## src/rtl/grid_encoder.sv

```systemverilog
// Transmit side of the grid/move byte protocol: streams GRID_HEADER, the latched 8x8 board,
// MOVE_HEADER and the preloaded move list over a valid/ready byte link.
module grid_encoder #(
  parameter int WIDTH       = 8,
  parameter int HEIGHT      = 8,
  parameter int DATA_WIDTH  = 8,
  parameter int MOVE_WIDTH  = 16,
  parameter int MAX_MOVES   = 220,
  parameter logic [DATA_WIDTH-1:0] GRID_HEADER = 8'b11010101,
  parameter logic [DATA_WIDTH-1:0] MOVE_HEADER = 8'b11101010
) (
  input  logic                                 clk,
  input  logic                                 nrst,
  input  logic [HEIGHT*WIDTH*DATA_WIDTH-1:0]   grid_id,
  input  logic                                 mv_we,
  input  logic [7:0]                           mv_waddr,
  input  logic [MOVE_WIDTH-1:0]                mv_wdata,
  input  logic [7:0]                           n_moves,
  input  logic                                 start,
  input  logic                                 tx_ready,
  output logic                                 tx_v,
  output logic [DATA_WIDTH-1:0]                tx_d,
  output logic                                 busy,
  output logic                                 done
);

  localparam int CELLS = HEIGHT * WIDTH;
  localparam int CW    = $clog2(CELLS);

  typedef enum logic [2:0] {IDLE, GHDR, GRID, MHDR, MOVES, FIN} state_t;

  state_t                              state_q, state_d;
  logic [CELLS-1:0][DATA_WIDTH-1:0]    grid_q, grid_d;
  logic [7:0]                          nmv_q, nmv_d;
  logic [6:0]                          cnt_q, cnt_d;
  logic [7:0]                          idx_q, idx_d;
  logic                                half_q, half_d;
  logic                                tx_v_q, tx_v_d;
  logic [DATA_WIDTH-1:0]               tx_d_q, tx_d_d;
  logic                                busy_q, busy_d;
  logic                                done_q, done_d;

  // Move buffer is deliberately not reset; host preloads it between frames.
  logic [MOVE_WIDTH-1:0] mv_mem [MAX_MOVES];

  logic       xfer;
  logic [6:0] cnt_inc;
  logic [7:0] idx_inc;
  logic [7:0] nmv_clamp;

  assign xfer      = tx_v_q && tx_ready;
  assign cnt_inc   = cnt_q + 7'd1;
  assign idx_inc   = idx_q + 8'd1;
  assign nmv_clamp = (n_moves > 8'(MAX_MOVES)) ? 8'(MAX_MOVES) : n_moves;

  always_ff @(posedge clk) begin
    if (mv_we && !busy_q && (mv_waddr < 8'(MAX_MOVES)))
      mv_mem[mv_waddr] <= mv_wdata;
  end

  always_comb begin
    state_d = state_q;
    grid_d  = grid_q;
    nmv_d   = nmv_q;
    cnt_d   = cnt_q;
    idx_d   = idx_q;
    half_d  = half_q;
    tx_v_d  = tx_v_q;
    tx_d_d  = tx_d_q;
    busy_d  = busy_q;
    done_d  = 1'b0;
    unique case (state_q)
      IDLE: if (start) begin
        grid_d  = grid_id;
        nmv_d   = nmv_clamp;
        cnt_d   = '0;
        idx_d   = '0;
        half_d  = 1'b0;
        state_d = GHDR;
        tx_v_d  = 1'b1;
        tx_d_d  = GRID_HEADER;
        busy_d  = 1'b1;
      end
      GHDR: if (xfer) begin
        state_d = GRID;
        cnt_d   = '0;
        tx_d_d  = grid_q[0];
      end
      GRID: if (xfer) begin
        if (cnt_q == 7'(CELLS-1)) begin
          state_d = MHDR;
          tx_d_d  = MOVE_HEADER;
        end else begin
          cnt_d   = cnt_inc;
          tx_d_d  = grid_q[cnt_inc[CW-1:0]];
        end
      end
      MHDR: if (xfer) begin
        idx_d  = '0;
        half_d = 1'b0;
        if (nmv_q == 8'd0) begin
          state_d = FIN;
          tx_v_d  = 1'b0;
          tx_d_d  = '0;
          busy_d  = 1'b0;
          done_d  = 1'b1;
        end else begin
          state_d = MOVES;
          tx_d_d  = mv_mem[0][MOVE_WIDTH-1 -: DATA_WIDTH];
        end
      end
      MOVES: if (xfer) begin
        if (!half_q) begin
          half_d = 1'b1;
          tx_d_d = mv_mem[idx_q][DATA_WIDTH-1:0];
        end else if (idx_q == nmv_q - 8'd1) begin
          state_d = FIN;
          tx_v_d  = 1'b0;
          tx_d_d  = '0;
          busy_d  = 1'b0;
          done_d  = 1'b1;
        end else begin
          idx_d  = idx_inc;
          half_d = 1'b0;
          tx_d_d = mv_mem[idx_inc][MOVE_WIDTH-1 -: DATA_WIDTH];
        end
      end
      FIN: begin
        // start here is intentionally dropped; frames restart only from IDLE
        state_d = IDLE;
        cnt_d   = '0;
        idx_d   = '0;
        half_d  = 1'b0;
      end
      default: state_d = IDLE;
    endcase
  end

  always_ff @(posedge clk or negedge nrst) begin
    if (!nrst) begin
      state_q <= IDLE;
      grid_q  <= '0;
      nmv_q   <= '0;
      cnt_q   <= '0;
      idx_q   <= '0;
      half_q  <= 1'b0;
      tx_v_q  <= 1'b0;
      tx_d_q  <= '0;
      busy_q  <= 1'b0;
      done_q  <= 1'b0;
    end else begin
      state_q <= state_d;
      grid_q  <= grid_d;
      nmv_q   <= nmv_d;
      cnt_q   <= cnt_d;
      idx_q   <= idx_d;
      half_q  <= half_d;
      tx_v_q  <= tx_v_d;
      tx_d_q  <= tx_d_d;
      busy_q  <= busy_d;
      done_q  <= done_d;
    end
  end

  assign tx_v = tx_v_q;
  assign tx_d = tx_d_q;
  assign busy = busy_q;
  assign done = done_q;

endmodule

```

## config.mk

```make
export PLATFORM = sky130hd
export DESIGN_NAME = grid_encoder
export DESIGN_NICKNAME = d
export VERILOG_FILES = /design/src/rtl/grid_encoder.sv
export SDC_FILE = /design/constraint.sdc
export NUM_CORES = 2
export LEC_CHECK = 0
export CAP_MARGIN = 10
export CORE_ASPECT_RATIO = 1.5
export CORE_MARGIN = 3
export CORE_UTILIZATION = 61
export DETAILED_ROUTE_END_ITERATION = 16
export PLACE_DENSITY = 0.79
export SLEW_MARGIN = 15
export SYNTH_ARGS = -nofsm -noshare
export SYNTH_HDL_FRONTEND = slang
export SYNTH_SLANG_ARGS = --single-unit
export TNS_END_PERCENT = 20
```

## constraint.sdc

```tcl
create_clock -name clk -period 3.7 [get_ports clk]
set_input_delay 0.74 -clock clk [delete_from_list [all_inputs] [get_ports clk]]
set_output_delay 0.74 -clock clk [all_outputs]
set_load 0.01 [all_outputs]
```

==> run summary <==
status - finished, violations left
failing checks - setup timing
H-tree levels - 5
GRT overflow - 0
largest net degree at the start of global routing - 113
final core occ - 0.732
io pins - 560
Initial Util - 0.615
post-synthesis cell type count - 89
Static Leak - 67.7 nW
sequential area share after synthesis - 0.733
clock-pin slew on the worst setup and hold paths - 0.07 ns
DIE AREA - 273000 µm²
share of post-route cells with drive strength above 1 - 0.232
synthesis-to-layout area growth - 18.9%
Max clock buf depth - 4
Slew Viols, Final - 0
clock sink count - 4069
synth warn - 0
Critical Path Max Stage Delay - 0.74 ns
Crit path top cell by count - buf_4
root buf cell - clkbuf_16
Critical path origin - idx_q[2]
final hold slack - 0.273 ns
Skew-Pair Late Insertion Delay - 0.94 ns
First-pass DRT Iterations - 6
worst-case vdd ir drop - 0.397 mV
Detailed Route Iter0 Violations - 15400
pre-CTS WS - -0.648 ns
top_reg_cell synth - edfxtp_1
crit-path leading delay family - compound AO/OA/AOI/OAI gates
Final WS setup - -0.222 ns
Pwr per Cell Area - 466 nW/µm²
share of flip-flops with an asynchronous set or reset - 0.135
classification of the worst-slack hold path - in -> reg
Worst Path Required - 4.51 ns
Die H - 639 µm
unrepaired setup endpoints after global routing - true
Mapped Area - 163000 µm²
die width - 428 µm
Rel. slew slack - 0.207
total track usage - 0.393
CP max FO - 48
detailed-route DRC error count - 0
# port buffers - 559
CTS buffer count - 358
Buf+Inv Stages, Crit Path - 3
Hold Fails Final Rpt - 0
FP Rows - 231
global placement routability congestion - 0.987
Cell Chain, Critical Path - buf_12 > nor2_1 > a221oi_1 > a221oi_2 > buf_4 > a31oi_1 > a31oi_4 > buf_4 > o21ai_0 > a21oi_1 > nor4bb_4 > o21ai_1
hold_sp - mv_wdata[15]
vias - 99600
Max-cap violations - 0
CP arrival - 4.73 ns
f_max - 255 MHz
routed length per placed instance - 38.4 µm
CP max stage cell - a221oi_1
Crit. End Element - flop
total power - 0.0903 W
Final Critical Period - 3.92 ns
vias per inst - 6.97
first-pass GRT wire length - 755 mm
Critical R2R Launch - idx_q[2]
Setup CP Type - reg -> reg
DP HPWL - 341 mm
Mean Syn Cell Area - 17.8 µm²
Post-synth EDFFs - 3520
# setup viols final - 7
Worst setup SP type - flop
post-synthesis register bit count - 4069
Slew @ Worst Pin - 1.19 ns
Final period util - 1.06
Syn Nets - 9698
Mapped Cells - 9145
total wire length - 548 mm
core footprint - 265000 µm²
Max Clock Skew - 0.0746 ns
Nets - 11000
Final ANT Viol Nets - 0
initial antenna violation count - 38
CTS tree - yes
vias in the first global route - 100000
-- cells in the final DEF, fill, tap and decap left out, drive strengths merged, types with 38 or more instances in the layout --
| cell type | n |
|---|---|
| nor2 | 287 |
| a311oi | 42 |
| clkdlybuf4s50 | 542 |
| clkbuf | 449 |
| a22oi | 70 |
| dfrtp | 549 |
| a31oi | 41 |
| o21ai | 124 |
| nand3 | 212 |
| bufinv | 40 |
| mux4 | 928 |
| clkinv | 126 |
| buf | 972 |
| mux2i | 325 |
| a21oi | 38 |
| a221oi | 137 |
| nand2 | 1995 |
| edfxtp | 3520 |
-- state kept, by name, indices dropped and copies added, names as in the netlist --
name	count
busy	1
state_q	3
done	1
cnt_q	7
tx_d	8
mv_mem	3520
nmv_q	8
idx_q	8
half_q	1
grid_q	512
-- cell families after synthesis --
logic type               synth area share
XOR/XNOR                          0.00172
adder cells (fa/ha/maj)          0.000307
multiplexers                        0.151
AND/OR/NAND/NOR                    0.0645
AO/OA/AOI/OAI                      0.0259
buffers and inverters              0.0230
flip-flops                          0.733
-- Yosys cell counts (40+ instances only) --
cell / count / area (µm²)
dfrtp_1: 549 / 13700
a311oi_1: 42 / 368
buf_2: 105 / 526
mux4_2: 850 / 19100
mux4_1: 78 / 2050
buf_8: 47 / 706
mux2i_1: 325 / 3250
clkbuf_1: 249 / 935
edfxtp_1: 3520 / 106000
a31oi_1: 40 / 250
nand3_1: 212 / 1060
nand2_1: 1995 / 7490
o21ai_0: 117 / 586
a22oi_1: 70 / 526
a221oi_1: 134 / 1170
nor2_1: 286 / 1070
-- metal layers --
metal | global-route usage | vias to the layer above | wire [µm]
met5 | 0 | - | 324
met4 | 0.325 | 40 | 58200
met3 | 0.0984 | 2361 | 69600
met2 | 0.621 | 9074 | 258000
met1 | 0.459 | 49700 | 162000
li1 | - | 38400 | -
-- per-stage QoR --
stage | setup TNS, ns | cell area [µm²] | std cells
final | -0.599 | 194000 | 14300
after global routing | -0.455 | 194000 | 14300
after CTS | -0.0436 | 193000 | 14200
after detailed placement | -1.25 | 180000 | 13600
after global placement | -1.08 | 180000 | 13600
after floorplan | 0 | 163000 | 9145
-- report_power, final --
part	switching, W	internal [W]	total (W)
clock network	0.0172	0.0212	0.0384
logic	0.00118	0.000684	0.00187
registers	0.0000383	0.0499	0.0500
-- repair_timing --
| item | CTS | global route |
|---|---|---|
| pin swaps | 2 | 12 |
| gates cloned | 1 | 12 |
| hold buffers | 1 | 0 |
| setup buffers | 6 | 32 |
| endpoints found under the setup margin | 8 | 8 |
| gates resized for setup | 43 | 96 |
| hold endpoints to repair | 29 | 0 |
-- worst paths after layout --
kind	depth (start not counted)	slack, ns	to
max reg2reg	12	-0.22	tx_d[1]
min reg2reg	2	0.47	grid_q[447]
min	1	0.27	mv_mem[218][15]
max in group asynchronous	3	2.12	nmv_q[6]
min in group asynchronous	2	0.30	grid_q[333]
max	12	-0.22	tx_d[1]
-- area by class of cell --
class,count,area [µm²]
fill,14600,71100
timing repair buffer,1528,17600
clock inverter,207,2240
tap,3495,4370
clock buffer,437,9530
sequential,4069,119000
antenna,29,72.6
inverter,15,61.3
multi-input combinational,4509,40300
Note: power is estimated with default switching activity, not from simulation.
